===== src/rtl/wb_stage.sv =====
// wb_stage: MEM/WB pipeline register for the MIPS pipeline.
// Selects the register-file write value (ALU, load, link, immediate),
// extracts and extends sub-word loads, flags misaligned/illegal loads,
// and counts retired instructions.
module wb_stage #(
  parameter int DATA_WIDTH     = 32,
  parameter int REG_ADDR_WIDTH = 5,
  parameter int COUNT_WIDTH    = 32
) (
  input  logic                      i_clk,
  input  logic                      i_reset,
  input  logic                      i_valid,
  input  logic                      i_stall,
  input  logic                      i_flush,
  input  logic [DATA_WIDTH-1:0]     i_alu_result,
  input  logic [DATA_WIDTH-1:0]     i_mem_data,
  input  logic [DATA_WIDTH-1:0]     i_link_addr,
  input  logic [DATA_WIDTH-1:0]     i_imm,
  input  logic [1:0]                i_wb_sel,
  input  logic [1:0]                i_load_size,
  input  logic                      i_load_unsigned,
  input  logic                      i_regwrite,
  input  logic [REG_ADDR_WIDTH-1:0] i_rd,
  output logic [DATA_WIDTH-1:0]     o_wb_data,
  output logic [REG_ADDR_WIDTH-1:0] o_wb_rd,
  output logic                      o_wb_regwrite,
  output logic                      o_valid,
  output logic                      o_misaligned,
  output logic [COUNT_WIDTH-1:0]    o_retired
);

  localparam int OFF_W = $clog2(DATA_WIDTH / 8);

  localparam logic [1:0] SEL_ALU  = 2'd0;
  localparam logic [1:0] SEL_LOAD = 2'd1;
  localparam logic [1:0] SEL_LINK = 2'd2;
  localparam logic [1:0] SEL_IMM  = 2'd3;

  localparam logic [1:0] SZ_BYTE  = 2'd0;
  localparam logic [1:0] SZ_HALF  = 2'd1;
  localparam logic [1:0] SZ_WORD  = 2'd2;
  localparam logic [1:0] SZ_DWORD = 2'd3;

  // Keep the low 'bits' of raw and extend them to the full datapath width.
  function automatic logic [DATA_WIDTH-1:0] extend_field(
    input logic [DATA_WIDTH-1:0] raw,
    input int unsigned           bits,
    input logic                  zext
  );
    logic [DATA_WIDTH-1:0] up;
    up = raw << (DATA_WIDTH - bits);
    if (zext) begin
      return up >> (DATA_WIDTH - bits);
    end else begin
      return $signed(up) >>> (DATA_WIDTH - bits);
    end
  endfunction

  logic [OFF_W-1:0]          offset;
  logic [DATA_WIDTH-1:0]     lane_data;
  logic [DATA_WIDTH-1:0]     load_data;
  logic                      bad_align;
  logic                      load_mis;
  logic [DATA_WIDTH-1:0]     next_data;
  logic                      next_we;
  logic                      retire_fire;

  // Load extraction: shift the addressed lane down, then extend by size.
  always_comb begin
    offset    = i_alu_result[OFF_W-1:0];
    lane_data = i_mem_data >> {offset, 3'b000};
    load_data = lane_data;
    bad_align = 1'b0;
    case (i_load_size)
      SZ_BYTE: begin
        load_data = extend_field(lane_data, 32'd8, i_load_unsigned);
        bad_align = 1'b0;
      end
      SZ_HALF: begin
        load_data = extend_field(lane_data, 32'd16, i_load_unsigned);
        bad_align = offset[0];
      end
      SZ_WORD: begin
        load_data = extend_field(lane_data, 32'd32, i_load_unsigned);
        bad_align = |offset[1:0];
      end
      SZ_DWORD: begin
        // Doubleword is the whole bus; on a 32-bit datapath it is illegal.
        load_data = i_mem_data;
        if (DATA_WIDTH == 64) begin
          bad_align = |offset;
        end else begin
          bad_align = 1'b1;
        end
      end
      default: begin
        load_data = lane_data;
        bad_align = 1'b1;
      end
    endcase
  end

  // Source select and write-enable qualification for the next stage value.
  always_comb begin
    load_mis = (i_wb_sel == SEL_LOAD) & bad_align;
    case (i_wb_sel)
      SEL_ALU:  next_data = i_alu_result;
      SEL_LOAD: next_data = load_data;
      SEL_LINK: next_data = i_link_addr;
      SEL_IMM:  next_data = i_imm;
      default:  next_data = i_alu_result;
    endcase
    next_we     = i_valid & i_regwrite & (i_rd != {REG_ADDR_WIDTH{1'b0}}) & ~load_mis;
    // A flush overrides a stall, so the held instruction leaves either way.
    retire_fire = o_valid & ~o_misaligned & (i_flush | ~i_stall);
  end

  // Stage register: flush beats stall; data/rd are kept across a flush.
  always_ff @(posedge i_clk or negedge i_reset) begin
    if (!i_reset) begin
      o_wb_data     <= {DATA_WIDTH{1'b0}};
      o_wb_rd       <= {REG_ADDR_WIDTH{1'b0}};
      o_wb_regwrite <= 1'b0;
      o_valid       <= 1'b0;
      o_misaligned  <= 1'b0;
    end else if (i_flush) begin
      o_wb_regwrite <= 1'b0;
      o_valid       <= 1'b0;
      o_misaligned  <= 1'b0;
    end else if (!i_stall) begin
      o_wb_data     <= next_data;
      o_wb_rd       <= i_rd;
      o_wb_regwrite <= next_we;
      o_valid       <= i_valid;
      o_misaligned  <= load_mis & i_valid;
    end
  end

  // Retire counter: counts well-formed instructions as they leave the stage.
  always_ff @(posedge i_clk or negedge i_reset) begin
    if (!i_reset) begin
      o_retired <= {COUNT_WIDTH{1'b0}};
    end else if (retire_fire) begin
      o_retired <= o_retired + {{(COUNT_WIDTH-1){1'b0}}, 1'b1};
    end
  end

endmodule

===== config.mk =====
export PLATFORM = sky130hd
export DESIGN_NAME = wb_stage
export DESIGN_NICKNAME = d
export VERILOG_FILES = /design/src/rtl/wb_stage.sv
export SDC_FILE = /design/constraint.sdc
export NUM_CORES = 1
export LEC_CHECK = 0
export ABC_CLOCK_PERIOD_IN_PS = 4100
export BUFFER_PORTS_ARGS = -buffer_cell sky130_fd_sc_hd__buf_2
export CORE_ASPECT_RATIO = 0.75
export CORE_MARGIN = 5
export CORE_UTILIZATION = 45
export CTS_BUF_LIST = sky130_fd_sc_hd__clkbuf_8
export DETAILED_ROUTE_END_ITERATION = 8
export GPL_TIMING_DRIVEN = 0
export HOLD_SLACK_MARGIN = 0.02
export PLACE_DENSITY = 0.76
export SETUP_SLACK_MARGIN = 0.5
export SYNTH_ARGS = -nofsm -noshare
export SYNTH_HDL_FRONTEND = slang
export SYNTH_SLANG_ARGS = --single-unit
export TNS_END_PERCENT = 100

===== constraint.sdc =====
create_clock -name i_clk -period 4.1 [get_ports i_clk]
set_clock_uncertainty 0.1 [all_clocks]
set_input_delay 0.205 -clock i_clk [delete_from_list [all_inputs] [get_ports i_clk]]
set_output_delay 0.205 -clock i_clk [all_outputs]
set_load 0.01 [all_outputs]

==> summary.md, run 1 <==
| Metric | Value |
|---|---|
| Die height | 98.52 µm |
| Number of H-tree levels | 3 |
| Endpoints failing setup | 0 |
| PD cells | 318.5 nW/µm² |
| Syn Nets | 699 |
| Num ports | 216 |
| Reg2Reg Depth | 6 |
| Critical Path Start | i_flush |
| Period utilization | 0.5487 |
| Fmax | 444.5 MHz |
| Area delta synth->final | 31.46% |
| Netlist cell types | 47 |
| Die ar. | 12610 µm² |
| FFs w/ async S/R, synth | 1.000 |
| Minimum clock period | 2.250 ns |
| YS warnings | 0 |
| Via count | 5311 |
| Non-filler instance count after layout | 924 |
| Critical Path RT | 4.25 ns |
| Largest net degree at the start of global routing | 73 |
| Switch share | 0.3486 |
| Comb pwr share | 0.297 |
| Critical Path, Cell by Cell | dlygate4sd3_1, buf_2, nor2_1, clkbuf_1, nand3_1, o211ai_1 |
| Hold Startpoint | i_alu_result[6] |
| Status | completed |
| Post-synth top area share | 0.3833 |
| CTS tree | done |
| Sum Neg Setup Slack | 0 ns |
| Iteration-0 DRC Markers | 384 |
| Core area | 10250 µm² |
| Clock network fraction of design power | 0.256 |
| Commonest cells after routing, fill and taps aside | buf_2 (219), nand2_1 (89), dfrtp_1 (72) |
| Post-synth EDFFs | 0 |
| Syn Inst Count | 554 |
| Drc violations | 0 |
| Final Hold Fails | 0 |
| RSZ-0062 raised after global routing | false |
| Syn_area_per_cell | 8.485 µm² |
| Clock Pin Slew Worst Setup and Hold Paths | 0.09 ns |
| Leakage | 2.932 nW |
| Power Total | 0.001968 W |
| Synth area leaders | dfrtp_1 (38%), nand2_1 (7.1%), xnor2_1 (5.0%) |
| Dpl cells | 901 |
| CTS Buffer Depth | 2 |
| # diodes | 0 |
| Pint | 0.001282 W |
| VDD IR-drop max | 0.1846 mV |
| Starting density of the core | 0.4586 |
| Slew HR | 0.3840 |
| Clk sink count | 72 |
| Number of I/O port buffers | 211 |
| Filler cells | 972 |
| Levels on crit path | 6 |
| Worst Tran Pin Value | 0.9240 ns |
| Commonest non-fill, non-tap cell in the layout | buf_2 |
| Cell family with most CP delay | buffers and inverters |
| Sequential share of the synthesized area | 0.3833 |
| Layout cells sized above 1 | 0.3198 |
| Detail Placement HPWL | 14.38 mm |
| Crit-path slowest cell | nor2_1 |
| Clock Latency Late Sink | 0.34 ns |
| WP data arrival | 2.40 ns |
| Max FO, Critical Path | 10 |
| First-pass GRT wire length | 27.87 mm |
| Placer Congestion | 0.9904 |
| Post-CTS Resized | 0 |
| Max-cap violations | 0 |
| Fin. max-slew vios | 0 |
| Grt ovf | 0 |
| FF-to-FF End | o_retired[23] |
| # rows | 32 |
| Reg power frac | 0.447 |
| Mapped Area | 4701 µm² |
| Antenna violations before repair | 1 |
| Worst flop-to-flop path startpoint | o_retired[4] |
| Final Util | 0.6029 |
| Vias in the first global route | 5256 |
| Synth Register Bits | 72 |
| Die width | 128.0 µm |
| Switch Pwr | 0.0006862 W |
| Synth Flop Type | dfrtp_1 |
| Hold Crit Class | input port to register |
| Post-route ant nets | 0 |
| Yosys top cell by area | dfrtp_1 |
| Clock tree root buffer cell | clkbuf_8 |
| End of the critical path | o_wb_data[25] |
| Startpoint Class | input port |
| 1st-pass router iterations | 5 |
| Crit path kind | input port to register |
| Hold path cells | 3 |
| # nets final | 929 |
| DR WL/cell | 19.54 µm |
| Total GRT Usage | 0.2786 |
| Crit end category | register |
| Max stage delay on crit path | 0.64 ns |
| Reg2reg setup slack | 1.97 ns |
| Post-Route WL | 18.06 mm |
| Worst Path Buf+Inv | 3 |
| Num CTS Buffers | 9 |
| Post-DR vias/cell | 5.748 |
==> flip-flops by register name (all words and copies together), names as in the netlist <==
register,count
o_misaligned,1
o_retired,32
o_valid,1
o_wb_data,32
o_wb_rd,5
o_wb_regwrite,1
==> cell type report <==
class                      instances  area (µm²)  area share
tap                              136       170.2     0.02754
clock inverter                     5       32.53    0.005264
multi-input combinational        425        2648      0.4284
sequential                        72        1802      0.2916
clock buffer                      10       137.6     0.02227
timing repair buffer             219        1139      0.1842
buffer                            48       217.7     0.03523
inverter                           9       33.78    0.005467
==> layer usage <==
metal | part of all wire | global-route usage | vias to the layer above | wire [µm]
met3 | 0.11 | 0.09101 | 31 | 2017
met4 | 0.016 | 0.07178 | 2 | 293
met1 | 0.42 | 0.3744 | 2515 | 7650
met5 | 0.00039 | 0 | - | 7
li1 | - | - | 2478 | -
met2 | 0.45 | 0.4360 | 285 | 8090
==> power groups by stage <==
stage,Combinational [W],Sequential [W],Clock (W)
floorplan,0.000254,0.000924,0
global placement,0.000558,0.000885,0
detailed placement,0.000575,0.000890,0
CTS,0.000582,0.000877,0.000513
global route,0.000639,0.000889,0.000544
finish,0.000585,0.000880,0.000504
==> worst min path at each step <==
stage / end / slack [ns]
2_1_floorplan: o_misaligned / -0.19
5_1_grt: o_wb_data[2] / 0.05
6_report: o_wb_data[6] / 0.04
4_1_cts: o_wb_data[6] / 0.02
3_5_place_dp: o_retired[26] / 0.30
3_3_place_gp: o_wb_rd[4] / 0.31
==> cells in the mapped netlist, types with 2 or more instances <==
library cell / instances
o221ai_1: 15
or2_2: 5
nor2b_1: 6
mux4_2: 2
nand4_1: 8
mux2_2: 3
buf_1: 4
dfrtp_1: 72
o22a_1: 7
inv_1: 8
and4_1: 4
o21ai_0: 44
nor2_1: 29
clkbuf_1: 31
nand3_1: 21
a32oi_1: 8
o211ai_1: 9
nand2_1: 89
xnor2_1: 27
nand2b_1: 4
o2bb2ai_1: 15
and3_1: 3
a31oi_1: 14
a22oi_1: 2
o22ai_1: 7
a21oi_1: 40
a311o_1: 7
o21ai_1: 3
xor2_1: 4
buf_2: 9
and2_1: 13
buf_6: 3
mux2i_1: 22
nor3_1: 3
==> logic make-up (layout without fill, tap and decap cells) <==
kind of cell               count (synthesis)  count (layout)  synth area share
and+or+nand+nor                          189             189            0.1898
AOI/OAI and AO/OA                        177             177            0.2494
DFF                                       72              72            0.3833
buffers and inverters                     57             291           0.05350
xor gates and xnor gates                  31              31           0.05776
muxes                                     27              27           0.06361
adders and majority gates                  1               1          0.002661
==> repair_timing <==
| action | 4_1_cts | 5_1_grt |
|---|---|---|
| hold buffers | 8 | 0 |
| hold endpoints to repair | 80 | 0 |
| setup buffers | 0 | 0 |
==> through the flow <==
stage | hold slack, ns | worst slack (ns) | instance area, µm²
floorplan | -0.1906 | 2.222 | 4701
global placement | 0.3086 | 2.009 | 5927
detailed placement | 0.2993 | 1.975 | 5929
CTS | 0.02364 | 1.911 | 6180
global route | 0.04566 | 1.723 | 6180
finish | 0.03995 | 1.850 | 6180
==> worst register-to-register path, delay by kind of cell, from the launching register on <==
| family | cells | cell delay [ns] |
|---|---|---|
| flip-flops | 1 | 0.45 |
| XOR/XNOR | 1 | 0.21 |
| AND/OR/NAND/NOR | 4 | 1.10 |
| buffers and inverters | 1 | 0.19 |
Power figures use the tool's default switching activity.
==> run 2: changes to the inputs <==
--- a/config.mk
+++ b/config.mk
@@ -5,7 +5,7 @@
 export SDC_FILE = /design/constraint.sdc
 export NUM_CORES = 1
 export LEC_CHECK = 0
-export ABC_CLOCK_PERIOD_IN_PS = 4100
+export ABC_CLOCK_PERIOD_IN_PS = 2130
 export BUFFER_PORTS_ARGS = -buffer_cell sky130_fd_sc_hd__buf_2
 export CORE_ASPECT_RATIO = 0.75
 export CORE_MARGIN = 5
==> constraint.sdc (replaced) <==
create_clock -name i_clk -period 2.13 [get_ports i_clk]
set_clock_uncertainty 0.1 [all_clocks]
set_input_delay 0.1065 -clock i_clk [delete_from_list [all_inputs] [get_ports i_clk]]
set_output_delay 0.1065 -clock i_clk [all_outputs]
set_load 0.01 [all_outputs]
==> run 2 against run 1 <==
Register-to-register slack worse by 1.7 ns. Worst setup slack worse by 1.6 ns. Core utilization increased by 5.9 points. Total power increased by 110%. Final area up 9.8%. Critical path type is now register to register. Clock power is 140% higher. Global-route usage rose by 1.4 points. First-iteration DRC count up 6.0%. Critical path depth is 1 higher. Final cell count grew 3.7%. Routed wire length up 5.5%. Combinational power grew 120%. Critical endpoint is now o_retired[28].
==> summary.md, run 2 (synthesis results as in run 1) <==
| Metric | Value |
|---|---|
| Status | completed |
| Die ar. | 12610 µm² (unchanged) |
| Vias in the first global route | 5546 (+5.5%) |
| Num ports | 216 (unchanged) |
| CTS tree | done |
| Cell family with most CP delay | simple AND/OR/NAND/NOR gates |
| Grt ovf | 0 (unchanged) |
| Clock Pin Slew Worst Setup and Hold Paths | 0.08 ns (about the same) |
| Dpl cells | 901 (unchanged) |
| Reg2reg setup slack | 0.29 ns (-1.68 ns) |
| Hold EP | o_wb_data[6] |
| Placer Congestion | 0.9938 (+0.34%) |
| Iteration-0 DRC Markers | 407 (+6.0%) |
| First-pass GRT wire length | 29.24 mm (+4.9%) |
| Num CTS Buffers | 9 (unchanged) |
| WP data arrival | 1.97 ns (-0.43 ns) |
| Max stage delay on crit path | 0.39 ns (-0.25 ns) |
| Hold path cells | 3 (unchanged) |
| Post-Route WL | 19.05 mm (+5.5%) |
| Die width | 128.0 µm (unchanged) |
| Period utilization | 0.8651 |
| Sum Neg Setup Slack | 0 ns (unchanged) |
| Area delta synth->final | 44.29% |
| Critical Path RT | 2.26 ns (-1.99 ns) |
| Commonest cells after routing, fill and taps aside | buf_2 (217), nand2_1 (88), dfrtp_1 (68) |
| Worst flop-to-flop path startpoint | o_retired[0] |
| PD cells | 619.3 nW/µm² (+94%) |
| # rows | 32 (unchanged) |
| Detail Placement HPWL | 14.55 mm (+1.1%) |
| Max-cap violations | 0 (unchanged) |
| # nets final | 962 (+3.6%) |
| Hold Crit Class | input port to register |
| Total GRT Usage | 0.2927 (+0.01410) |
| Die height | 98.52 µm (unchanged) |
| Drc violations | 0 (unchanged) |
| Antenna violations before repair | 0 (-1) |
| FF-to-FF End | o_retired[28] |
| Endpoints failing setup | 0 (unchanged) |
| Fin. max-slew vios | 0 (unchanged) |
| Worst Path Buf+Inv | 1 (-2) |
| Leakage | 3.193 nW (+8.9%) |
| Final Hold Fails | 0 (unchanged) |
| Layout cells sized above 1 | 0.3796 (+0.05977) |
| Core area | 10250 µm² (unchanged) |
| CTS Buffer Depth | 2 (unchanged) |
| # diodes | 0 (unchanged) |
| DR WL/cell | 19.89 µm (+1.8%) |
| Via count | 5542 (+4.3%) |
| Max FO, Critical Path | 7 (-3) |
| Critical Path, Cell by Cell | ha_2, nand3_2, nor4_4, and2_4, buf_6, nand2_1, xnor2_2 |
| Largest net degree at the start of global routing | 73 (unchanged) |
| Crit end category | register |
| Startpoint Class | register |
| Filler cells | 883 (-9.2%) |
| Slew HR | 0.3941 (+0.01013) |
| Commonest non-fill, non-tap cell in the layout | buf_2 |
| Clk sink count | 72 (unchanged) |
| Number of I/O port buffers | 211 (unchanged) |
| Post-route ant nets | 0 (unchanged) |
| Number of H-tree levels | 3 (unchanged) |
| Top flop regs | o_retired (32), o_wb_data (32), o_wb_rd (5) |
| Fmax | 542.7 MHz |
| Sequential standard cell area | 1807 µm² (+0.28%) |
| VDD IR-drop max | 0.7062 mV (+280%) |
| Minimum clock period | 1.843 ns |
| Crit path kind | register to register |
| Clock Latency Late Sink | 0.36 ns (+0.02 ns) |
| Clock tree root buffer cell | clkbuf_8 |
| Non-filler instance count after layout | 958 (+3.7%) |
| RSZ-0062 raised after global routing | true |
| Crit-path slowest cell | dfrtp_2 |
| 1st-pass router iterations | 6 (+1) |
| Starting density of the core | 0.4586 (unchanged) |
| Worst Tran Pin Value | 0.9089 ns (-0.01519 ns) |
| Post-DR vias/cell | 5.785 (+0.65%) |
| Reg2Reg Depth | 7 (+1) |
| Area of the multi-input gates | 2854 µm² (+7.8%) |
| Hold Startpoint | i_mem_data[6] |
==> run 2: changes by cell type in the layout (fill, tap and decap cells not counted), moves of 4 or more <==
cell | before | now
dlygate4sd3_1 | 8 | 31
nand3_1 | 21 | 7
nand3_2 | 0 | 13
buf_4 | 2 | 12
a21oi_1 | 40 | 32
a21oi_2 | 0 | 8
clkbuf_2 | 0 | 8
clkbuf_1 | 31 | 24
o21ai_0 | 44 | 37
o21ai_1 | 3 | 10
dfrtp_1 | 72 | 68
dfrtp_2 | 0 | 4
==> run 2: worst max path at each step <==
stage                         start            end  slack [ns]  depth (start not counted)
finish                 o_retired[0]  o_retired[28]        0.29                          7
floorplan              o_retired[1]  o_retired[20]        0.27                          7
global route           o_retired[0]  o_retired[28]        0.21                          7
CTS                    o_retired[0]  o_retired[20]        0.31                          7
detailed placement  i_alu_result[1]  o_wb_data[26]        0.10                          7
global placement    i_alu_result[1]  o_wb_data[26]        0.13                          7
==> run 2: power by group <==
group,switching [W],internal [W]
clock,0.000538,0.000688
sequential,0.000145,0.00154
combinational,0.000706,0.000579
==> run 2: layer usage <==
layer	up-vias	routed length, µm	GRT usage
li1	2543	-	-
met1	2646	7893	0.3891
met2	309	8735	0.4618
met3	44	1930	0.08017
met4	0	494	0.1011
met5	-	0	0
==> run 2: cell type report <==
| type | instances | area share |
|---|---|---|
| Multi-Input combinational cell | 425 | 0.4208 |
| Sequential cell | 72 | 0.2664 |
| Timing Repair Buffer | 252 | 0.2129 |
| Buffer | 48 | 0.03652 |
| Tap cell | 136 | 0.02509 |
| Clock buffer | 10 | 0.02029 |
| Clock inverter | 6 | 0.01254 |
| Inverter | 9 | 0.005534 |
==> run 2: repair_timing <==
action,4_1_cts,5_1_grt
hold buffers,31,0
setup buffers,6,4
hold endpoints to repair,96,0
endpoints found under the setup margin,26,45
gates resized for setup,5,28
pin swaps,7,4
==> run 2: tightest hold or removal path: cells and delay by family <==
family | cells | cell delay, ns
compound gates | 2 | 0.24
buf+inv | 1 | 0.10
==> run 2: through the flow <==
step           total power (W)  worst slack, ns  hold WS [ns]  area [µm²]    util
2_1_floorplan         0.002310           0.2665       -0.2891        4848       -
3_3_place_gp          0.002836           0.1347        0.2138        6075  0.5927
3_5_place_dp          0.002867           0.1027        0.1911        6077  0.5929
4_1_cts               0.004164           0.3149       0.02810        6673  0.6510
5_1_grt               0.004400           0.2062       0.04083        6783  0.6617
6_report              0.004201           0.2873       0.03419        6783  0.6617
